### config.mk
export PLATFORM = sky130hd
export DESIGN_NAME = seq_arith_nx1b_addsub
export DESIGN_NICKNAME = d
export VERILOG_FILES = /design/src/rtl/seq_arith_nx1b_addsub.sv
export SDC_FILE = /design/constraint.sdc
export NUM_CORES = 1
export LEC_CHECK = 0
export CAP_MARGIN = 15
export CORE_AREA = 2 2 39 41
export CTS_CLUSTER_SIZE = 16
export DETAILED_ROUTE_END_ITERATION = 8
export DIE_AREA = 0 0 41 43
export PLACE_DENSITY = 0.58
export SLEW_MARGIN = 20
export SYNTH_ARGS = -nofsm -noshare
export SYNTH_HDL_FRONTEND = slang
export SYNTH_SLANG_ARGS = --single-unit
### constraint.sdc
create_clock -name clk -period 5.1 [get_ports clk]
set_input_delay 0.51 -clock clk [delete_from_list [all_inputs] [get_ports clk]]
set_output_delay 0.51 -clock clk [all_outputs]
set_load 0.05 [all_outputs]
### src/rtl/seq_arith_nx1b_addsub.sv
// Bit-serial LSB-first adder/subtractor with per-word mode latch,
// zero-latency result bits and end-of-word carry/overflow flags.
module seq_arith_nx1b_addsub #(
  parameter int NBITS = 4
) (
  input  logic clk,
  input  logic reset,
  input  logic in_val,
  input  logic in0,
  input  logic in1,
  input  logic sub,
  output logic out_val,
  output logic out,
  output logic last,
  output logic cout,
  output logic ovf
);

  localparam int IW = $clog2(NBITS);
  localparam logic [IW-1:0] LAST_IDX = IW'(NBITS - 1);

  logic [IW-1:0] idx;
  logic          carry_r;
  logic          mode_r;

  logic first;
  logic at_last;
  logic m;
  logic b;
  logic c;
  logic s;
  logic co;

  always_comb begin
    first   = (idx == '0);
    at_last = (idx == LAST_IDX);
    m       = first ? sub : mode_r;
    b       = in1 ^ m;
    // Seeding the carry with the mode supplies the +1 of ~B+1.
    c       = first ? m : carry_r;
    s       = in0 ^ b ^ c;
    co      = (in0 & b) | (in0 & c) | (b & c);
    out_val = in_val & ~reset;
    out     = out_val & s;
    last    = out_val & at_last;
    cout    = last & co;
    ovf     = last & (c ^ co);
  end

  always_ff @(posedge clk) begin
    if (reset) begin
      idx     <= '0;
      carry_r <= 1'b0;
      mode_r  <= 1'b0;
    end else if (in_val) begin
      carry_r <= co;
      if (first)
        mode_r <= sub;
      idx <= at_last ? '0 : idx + 1'b1;
    end
  end

endmodule
==> run_results.csv <==
group,metric,value,unit
routing,wirelength,562,um
place,postPlaceCellArea,410,um2
floorplanning,io_pins,11,
grt,grt_usage,9.56,%
run_status,outcome,"complete, no violations",
logic_synthesis,synth_top_family_by_area,"simple AND/OR/NAND/NOR gates",
sta,whs,0.461,ns
logic_synthesis,synth_fp_nets,43,
setup_path,worstPathMaxFanout,3,
cells_and_area,area_delta_synth_final,46.6,%
logic_synthesis,post-synth-top-area-fraction,27.1,%
routing,antenna_left,0,
logic_synthesis,synthFlopType,"dfxtp_1",
grt,antenna_found_initial,0,
clocking,ctsHoldBuffers,0,
routing,drt_iter0_markers,2,
grt,overflow,0,
cells_and_area,final_core_util,31.3,%
logic_synthesis,synth_seq_cells,4,
cells_and_area,multiInputGateArea,199,um2
setup_path,crit_family,"buffers and inverters",
grt,grt_pass1_vias,255,
grt,grt_first_pass_wirelength,1020,um
sta,finClkSkew,0.00345,ns
clocking,clk_pin_slew,0.04,ns
sta,rsz0062_at_grt,"false",
place,io_buffers,10,
routing,drt_first_pass_iters,4,
routing,route.met3.wl,60,um
logic_synthesis,async_reset_ff_share,0,%
floorplanning,rows,14,
sta,layout_min_cycle_time,3.41,ns
sta,max-slew-margin-rel,67.1,%
clocking,cts.path.max_buffers,2,
pwr,p_leak,0.186,nW
logic_synthesis,synth_area_leader_cell,"dfxtp_1",
cells_and_area,ff_latch_area,80.1,um2
place,place_hpwl,445,um
place,pre_cts_slack,1.69,ns
logic_synthesis,synthSimpleGateAreaFrac,24.6,%
cells_and_area,diodes,0,
setup_path,slowest_stage,"clkdlybuf4s50_1",
setup_path,crit_chain,"clkdlybuf4s50_1 -> mux2i_1 -> xnor2_1 -> fa_1 -> and2_4 -> mux2_2 -> clkdlybuf4s50_1",
setup_path,cpPeakStageDelay,0.69,ns
place,gp_congestion,0.686,
logic_synthesis,yosysWarnings,0,
clocking,clock-sinks,4,
sta,setup_viol,0,
sta,tns,0,ns
worst_hold_path,hp-class,"flip-flop to flip-flop",
clocking,post_cts_buffers,0,
floorplanning,fp.coreArea,1380,um2
setup_path,cp-end-kind,"primary output",
clocking,cts_resized,0,
logic_synthesis,ys_top_cells_by_count,"nor2_1, dfxtp_1, ha_1, inv_1, mux2i_1",
cells_and_area,fin_nets,57,
clocking,worstSkewPairLatency,0.24,ns
setup_path,criticalPathCategory,"input port to primary output",
clocking,cts_max_level,1,
floorplanning,initial_core_util,21.3,%
routing,viasPerCell,4.05,
logic_synthesis,synth_xor_area_share,2.97,%
logic_synthesis,yosysMostFrequentCell,"nor2_1",
pwr,p_per_area,255,nW/um2
setup_path,cp.arrival,2.90,ns
cells_and_area,nFillCells,150,
setup_path,cp.required,4.59,ns
routing,wl_per_cell,9.21,um
routing,route.detailed.drc,0,
cells_and_area,drive_above_1_share,15.6,%
logic_synthesis,syn_inst,33,
logic_synthesis,synth_area_leaders,"dfxtp_1, ha_1, mux2i_1, fa_1, nor2_1",
logic_synthesis,syn_avg_cell_area,8.95,um2
floorplanning,die-area,1760,um2
sta,hold_viol,0,
clocking,cts_tree,"built",
floorplanning,die_w,41,um
pwr,ir_drop,0.167,mV
sta,slew_violations,0,
sta,fin_crit_sh,66.8,%
logic_synthesis,seq_area_frac_synth,27.1,%
setup_path,worstSetupStartpointType,"input port",
logic_synthesis,synth_compound_area_share,6.36,%
grt,grt_max_degree,8,
sta,clock.fmax,294,MHz
flow_run,drv_cap,0,
logic_synthesis,synth.area.mux_share,14.0,%
sta,setup_ws,1.69,ns
cells_and_area,final_area,433,um2
clocking,numCtsBuffers,3,
logic_synthesis,yosys.area_share.adder,19.5,%
clocking,cts_root_buf,"clkbuf_4",
setup_path,cp_common_cell,"clkdlybuf4s50_1",
logic_synthesis,synth_area,295,um2
logic_synthesis,ys_types,18,
routing,wl_met1,249,um
logic_synthesis,synth_edf_count,0,
routing,top_layer,"met3",
routing,wl_met2,252,um
routing,via_count,247,
sta,tightestPinTransition,0.492,ns
floorplanning,die_h,43,um
setup_path,path_buf_inv,2,
[where the power goes]
part           switching (mW)  internal (mW)  total [mW]  leakage [nW]
clock                  0.0130         0.0263      0.0393        0.0138
sequential            0.00170         0.0341      0.0358        0.0329
combinational          0.0189         0.0161      0.0351         0.140
total                  0.0336         0.0766       0.110         0.186
[per-layer routing]
metal | vias up | global-route usage [%]
li1 | 132 | -
met1 | 102 | 10.0
met2 | 13 | 12.5
met3 | 0 | 9.42
met4 | 0 | 4.00
met5 | - | 0
[cell type report]
class                      count  area share, %
clock buffer                   3           5.20
multi-input combinational     25           46.0
inverter                       3           2.60
timing repair buffer          10           23.1
tap                           16           4.62
sequential                     4           18.5
[metrics by stage]
stage | std cells | total power, mW
final | 61 | 0.110
after global routing | 61 | 0.123
after detailed placement | 58 | 0.0718
after global placement | 58 | 0.0703
after CTS | 61 | 0.114
after floorplan | 33 | 0.0601
[sequential cells by signal (all words and copies together), names as in the netlist]
signal / cells
idx: 2
carry_r: 1
mode_r: 1
[cell families after synthesis]
kind of cell / count (synthesis)
AO/OA/AOI/OAI: 3
buffers and inverters: 4
multiplexers: 4
AND/OR/NAND/NOR: 13
flip-flops: 4
XOR/XNOR: 1
adder cells (fa/ha/maj): 4
[layout by cell type (no fill, tap or decap), drive strengths merged]
master         netlist  final
a21oi                3      3
and2                 2      2
and3b                1      1
clkbuf               0      3
clkdlybuf4s50        0     10
dfxtp                4      4
fa                   1      1
ha                   3      3
inv                  3      3
mux2                 1      1
mux2i                3      3
nand2                2      2
nand3                1      1
nor2                 5      5
nor2b                1      1
nor3b                1      1
xnor2                1      1
[path summary, 6_finish.rpt]
path                            cells past startpoint    from  slack (ns)       to
worst max register to register                      7  idx[0]        3.26  carry_r
worst max-delay path                                7     sub        1.69      ovf
worst min register to register                      2  mode_r        0.46   mode_r
worst min-delay path                                2  mode_r        0.46   mode_r
[worst min-delay path, cell delays in order (launching register included)]
cell,delay [ns]
dfxtp_1,0.30
nand2_1,0.05
a21oi_1,0.05
Note: power is estimated with default switching activity, not from simulation.
